===== src/rtl/pri_arbiter_8.sv =====
// Eight-requester arbiter: fixed or round-robin priority, registered one-hot grant,
// bounded tenure with a timeout pulse and a mandatory dead cycle between grants.
module pri_arbiter_8 #(
    parameter int MAX_HOLD = 16
) (
    input  logic       clk,
    input  logic       rst_n,
    input  logic [7:0] req,
    input  logic       mode,
    output logic [7:0] gnt,
    output logic [2:0] gnt_id,
    output logic       gnt_valid,
    output logic       timeout
);

    typedef enum logic {
        IDLE = 1'b0,
        BUSY = 1'b1
    } state_t;

    state_t     r_state;
    logic [7:0] r_gnt;
    logic [2:0] r_gnt_id;
    logic       r_gnt_valid;
    logic       r_timeout;
    logic [7:0] r_hold_cnt;
    logic [2:0] r_ptr;
    logic       r_mode;

    logic [2:0] w_fix_id;
    logic [2:0] w_rr_id;
    logic [2:0] w_win_id;
    logic [2:0] w_scan;
    logic       w_release;
    logic       w_force;

    // Highest set index wins; later loop iterations override earlier ones.
    always_comb begin
        w_fix_id = 3'd0;
        for (int i = 0; i < 8; i++) begin
            if (req[i]) w_fix_id = 3'(i);
        end
    end

    // Scan backwards so the bit closest to r_ptr is assigned last.
    always_comb begin
        w_rr_id = 3'd0;
        w_scan  = 3'd0;
        for (int k = 7; k >= 0; k--) begin
            w_scan = r_ptr + 3'(k);
            if (req[w_scan]) w_rr_id = w_scan;
        end
    end

    assign w_win_id  = mode ? w_rr_id : w_fix_id;
    assign w_release = !req[r_gnt_id];
    assign w_force   = (r_hold_cnt == 8'(MAX_HOLD));

    always_ff @(posedge clk) begin
        if (!rst_n) begin
            r_state     <= IDLE;
            r_gnt       <= 8'd0;
            r_gnt_id    <= 3'd0;
            r_gnt_valid <= 1'b0;
            r_timeout   <= 1'b0;
            r_hold_cnt  <= 8'd0;
            r_ptr       <= 3'd0;
            r_mode      <= 1'b0;
        end else begin
            r_timeout <= 1'b0;
            unique case (r_state)
                IDLE: begin
                    if (req != 8'd0) begin
                        r_state     <= BUSY;
                        r_gnt       <= 8'd1 << w_win_id;
                        r_gnt_id    <= w_win_id;
                        r_gnt_valid <= 1'b1;
                        r_hold_cnt  <= 8'd1;
                        r_mode      <= mode;
                    end
                end
                BUSY: begin
                    if (w_release || w_force) begin
                        r_state     <= IDLE;
                        r_gnt       <= 8'd0;
                        r_gnt_id    <= 3'd0;
                        r_gnt_valid <= 1'b0;
                        r_hold_cnt  <= 8'd0;
                        r_timeout   <= !w_release;
                        if (r_mode) r_ptr <= r_gnt_id + 3'd1;
                    end else begin
                        r_hold_cnt <= r_hold_cnt + 8'd1;
                    end
                end
                default: r_state <= IDLE;
            endcase
        end
    end

    assign gnt       = r_gnt;
    assign gnt_id    = r_gnt_id;
    assign gnt_valid = r_gnt_valid;
    assign timeout   = r_timeout;

endmodule


===== config.mk =====
export PLATFORM = sky130hd
export DESIGN_NAME = pri_arbiter_8
export DESIGN_NICKNAME = d
export VERILOG_FILES = /design/src/rtl/pri_arbiter_8.sv
export SDC_FILE = /design/constraint.sdc
export NUM_CORES = 1
export LEC_CHECK = 0
export CAP_MARGIN = 15
export CORE_UTILIZATION = 53
export CTS_BUF_LIST = sky130_fd_sc_hd__clkbuf_4 sky130_fd_sc_hd__clkbuf_8
export CTS_CLUSTER_SIZE = 8
export DETAILED_ROUTE_END_ITERATION = 10
export GPL_TIMING_DRIVEN = 0
export PLACE_DENSITY = 0.87
export SLEW_MARGIN = 20
export SYNTH_ARGS = -nofsm -noshare
export SYNTH_HDL_FRONTEND = slang
export SYNTH_SLANG_ARGS = --single-unit
export TNS_END_PERCENT = 5

===== constraint.sdc =====
create_clock -name clk -period 3.1 [get_ports clk]
set_input_delay 0.465 -clock clk [delete_from_list [all_inputs] [get_ports clk]]
set_output_delay 0.465 -clock clk [all_outputs]
set_load 0.05 [all_outputs]

==> results.yml, run 1 <==
grt:
  grt_max_degree: 16
  grt_busiest_layer: "met2"
  antenna_found_initial: 0
  grt_pass1_vias: 1828
  use_met3: 0.05137
  overflow: 0
  grt.met2_usage: 0.4255
  track_usage: 0.2530
  met1_usage: 0.3249
  grt_pass1_wl_um: 8645
drt:
  drtIter0Drc: 180
  via_per_inst: 6.407
  dr.pass1.iters: 4
  final_antenna_net_count: 0
  wl_um: 5977
  wl_per_cell_um: 18.28
  dr_total_vias: 2095
  drc_errors: 0
yosys:
  synthDominantCellAreaShare: 0.2357
  synth_seq_cells: 26
  synthesis.nets: 260
  yosysMostFrequentCell: "dfxtp_1"
  syn-mean-instance-area_um2: 9.051
  syn_area_mm2: 0.002208
  ys.flop_type: "dfxtp_1"
  yosysTopAreaCell: "dfxtp_1"
  synthTopCellsByArea: "dfxtp_1, mux2i_1, mux4_2, mux2_2, a21oi_1"
  synth_warnings: 0
  async_flop_share: 0
  synth_cell_types: 60
  synth_enable_flop_cells: 0
  yosys-top-cells-count: "dfxtp_1, nor2_1, a21oi_1"
  yosysSeqAreaShare: 0.2357
  netlist_instances: 244
setup_path:
  path_class: "reg -> reg"
  r2r_cells: 14
  slowest_delay_ns: 0.44
  critPathSlowestCell: "or4_4"
  cpLargestDelayFamily: "compound AO/OA/AOI/OAI gates"
  critPathMaxFanout: 10
  cp-end-kind: "register"
  path_buf_inv: 6
  worstPathCellList: "buf_6 > inv_4 > buf_8 > ha_4 > buf_12 > mux2i_4 > buf_4 > mux2i_1 > o221ai_1 > nor4b_2 > or4_4 > a31oi_4 > inv_2 > a32o_1"
  cp_num_cells: 14
  crit_arrival_ns: 3.28
  crit_required_ns: 3.28
  start_kind: "register"
power:
  max-vdd-ir-drop_v: 0.0005644
  power_mw: 1.019
  power_density_mw_per_mm2: 366.6
  cellLeakagePower_nw: 1.085
clock_network:
  cts_hold_buf: 0
  clockBufferDepth: 2
  htreeDepth: 1
  insertion_delay_ns: 0.28
  cts_tree: "built"
  cts_root_buf: "clkbuf_8"
  cts-buffers-inserted: 3
  clk_pin_slew_ns: 0.10
  cts_sinks: 26
floorplan:
  ios: 24
  core_area_mm2: 0.004000
  fp.dieH_um: 66.55
  initial_core_util: 0.5521
  die_area_mm2: 0.004429
  die_x_um: 66.55
  num_rows: 23
sta:
  finalHoldViolCount: 0
  finalSetupViolCount: 1
  hold_slack_ns: 0.4824
  skew_ns: 0.01333
  fmax_mhz: 322.3
  slew_headroom: 0.5497
  worst_slack_ns: -0.002263
  period_needed_ns: 3.102
  rsz0062_at_grt: "true"
  maxSlewViolCount: 0
  tightest_slew_ns: 0.6693
  finalCritPeriodShare: 1.001
layout:
  area_growth_syn_to_layout_pct: 25.89
  regArea_um2: 525.5
  final_nets: 294
  n_antenna_cell: 0
  drive_gt1_frac: 0.2852
  multi_input_area_mm2: 0.001664
  fin_area_mm2: 0.002780
  fillers: 269
job:
  max-cap-violations: 0
place:
  dp_hpwl_um: 3806
  port_buffers: 18
  gp_congestion: 0.9389
  placed_cell_area_mm2: 0.002452
min_path:
  min_path_type: "reg -> reg"
  hold_depth: 1
status:
  violations: "setup timing"
  status: "finished, violations left"
[area by class of cell]
cell class	count	area share
clock buffer	3	0.01485
multi-input combinational	194	0.5986
clock inverter	1	0.01080
sequential	26	0.1890
buffer	13	0.04905
inverter	11	0.01710
timing repair buffer	29	0.09811
tap	50	0.02250
[cells in the final DEF, fill, tap and decap left out, types with 4 or more instances in the layout]
cell,Yosys,layout
dfxtp_1,26,24
nor2_1,24,23
a21oi_1,19,19
nand2_1,16,15
clkdlybuf4s50_1,0,14
buf_4,2,13
o21ai_0,10,10
mux2i_1,15,10
nand3_1,9,9
inv_1,9,8
mux2_2,10,7
mux4_2,6,6
a22o_1,6,6
and3_1,5,5
clkbuf_8,1,4
and2_1,4,4
mux2_4,0,4
nor3b_1,4,4
ha_1,5,4
dlymetal6s2s_1,0,4
[worst paths after layout]
check                               from     end  slack, ns
worst min-delay path              gnt[5]  gnt[5]       0.48
worst max-delay path            r_ptr[0]  gnt[7]     -0.002
worst min register to register    gnt[5]  gnt[5]       0.48
worst max register to register  r_ptr[0]  gnt[7]     -0.002
[flip-flops by register name, indices dropped and copies added (netlist names)]
name / count
gnt: 8
r_hold_cnt: 8
gnt_id: 3
r_ptr: 3
gnt_valid: 1
r_mode: 1
r_state: 1
timeout: 1
[kinds of logic (layout without fill, tap and decap cells)]
logic type | count (synthesis) | count (layout) | synth area share
XOR/XNOR | 5 | 5 | 0.03003
multiplexers | 35 | 35 | 0.2142
AND/OR/NAND/NOR | 91 | 91 | 0.2244
buffers and inverters | 24 | 57 | 0.07081
AO/OA/AOI/OAI | 58 | 58 | 0.1966
adder cells (fa/ha/maj) | 5 | 5 | 0.02833
flip-flops | 26 | 26 | 0.2357
[timing repair]
action                     CTS  global route
pin swaps                    2             8
cloned                       0             0
setup buffers                7             4
resized for setup            8            29
setup endpoints to repair    9             9
[stage by stage]
step / utilization / TNS, ns / setup slack [ns] / instances
finish: 0.6950 / -0.002263 / -0.002263 / 327
global route: 0.6950 / -0.6223 / -0.09525 / 327
CTS: 0.6547 / 0 / 0.01514 / 323
detailed placement: 0.6131 / -1.418 / -0.2199 / 312
global placement: 0.6131 / -1.393 / -0.2195 / 312
floorplan: - / 0 / 0.009823 / 244
[metal layers]
metal | vias to the layer above | routed length (µm)
li1 | 988 | -
met4 | 0 | 236
met2 | 93 | 2870
met5 | - | 0
met3 | 24 | 450
met1 | 990 | 2420
[power breakdown]
| part | switching (mW) | leakage, nW | internal, mW |
|---|---|---|---|
| registers | 0.0159 | 0.213 | 0.349 |
| clock network | 0.107 | 0.0357 | 0.173 |
| logic | 0.212 | 0.836 | 0.162 |
| total | 0.335 | 1.08 | 0.684 |
(Power assumes the default switching activity.)
==> run 2, diff against run 1 <==
--- a/config.mk
+++ b/config.mk
@@ -5,6 +5,8 @@
 export SDC_FILE = /design/constraint.sdc
 export NUM_CORES = 1
 export LEC_CHECK = 0
+export ABC_AREA = 0
+export ABC_CLOCK_PERIOD_IN_PS = 3100
 export CAP_MARGIN = 15
 export CORE_UTILIZATION = 53
 export CTS_BUF_LIST = sky130_fd_sc_hd__clkbuf_4 sky130_fd_sc_hd__clkbuf_8
==> results of run 2 <==
The final DEF is identical to that of run 1; final timing and power are the same.
==> run 3, diff against run 2 <==
--- a/config.mk
+++ b/config.mk
@@ -7,7 +7,7 @@
 export LEC_CHECK = 0
 export ABC_AREA = 0
 export ABC_CLOCK_PERIOD_IN_PS = 3100
-export CAP_MARGIN = 15
+export CAP_MARGIN = 0
 export CORE_UTILIZATION = 53
 export CTS_BUF_LIST = sky130_fd_sc_hd__clkbuf_4 sky130_fd_sc_hd__clkbuf_8
 export CTS_CLUSTER_SIZE = 8
==> results of run 3 <==
The final DEF is identical to that of run 1; final timing and power are the same.
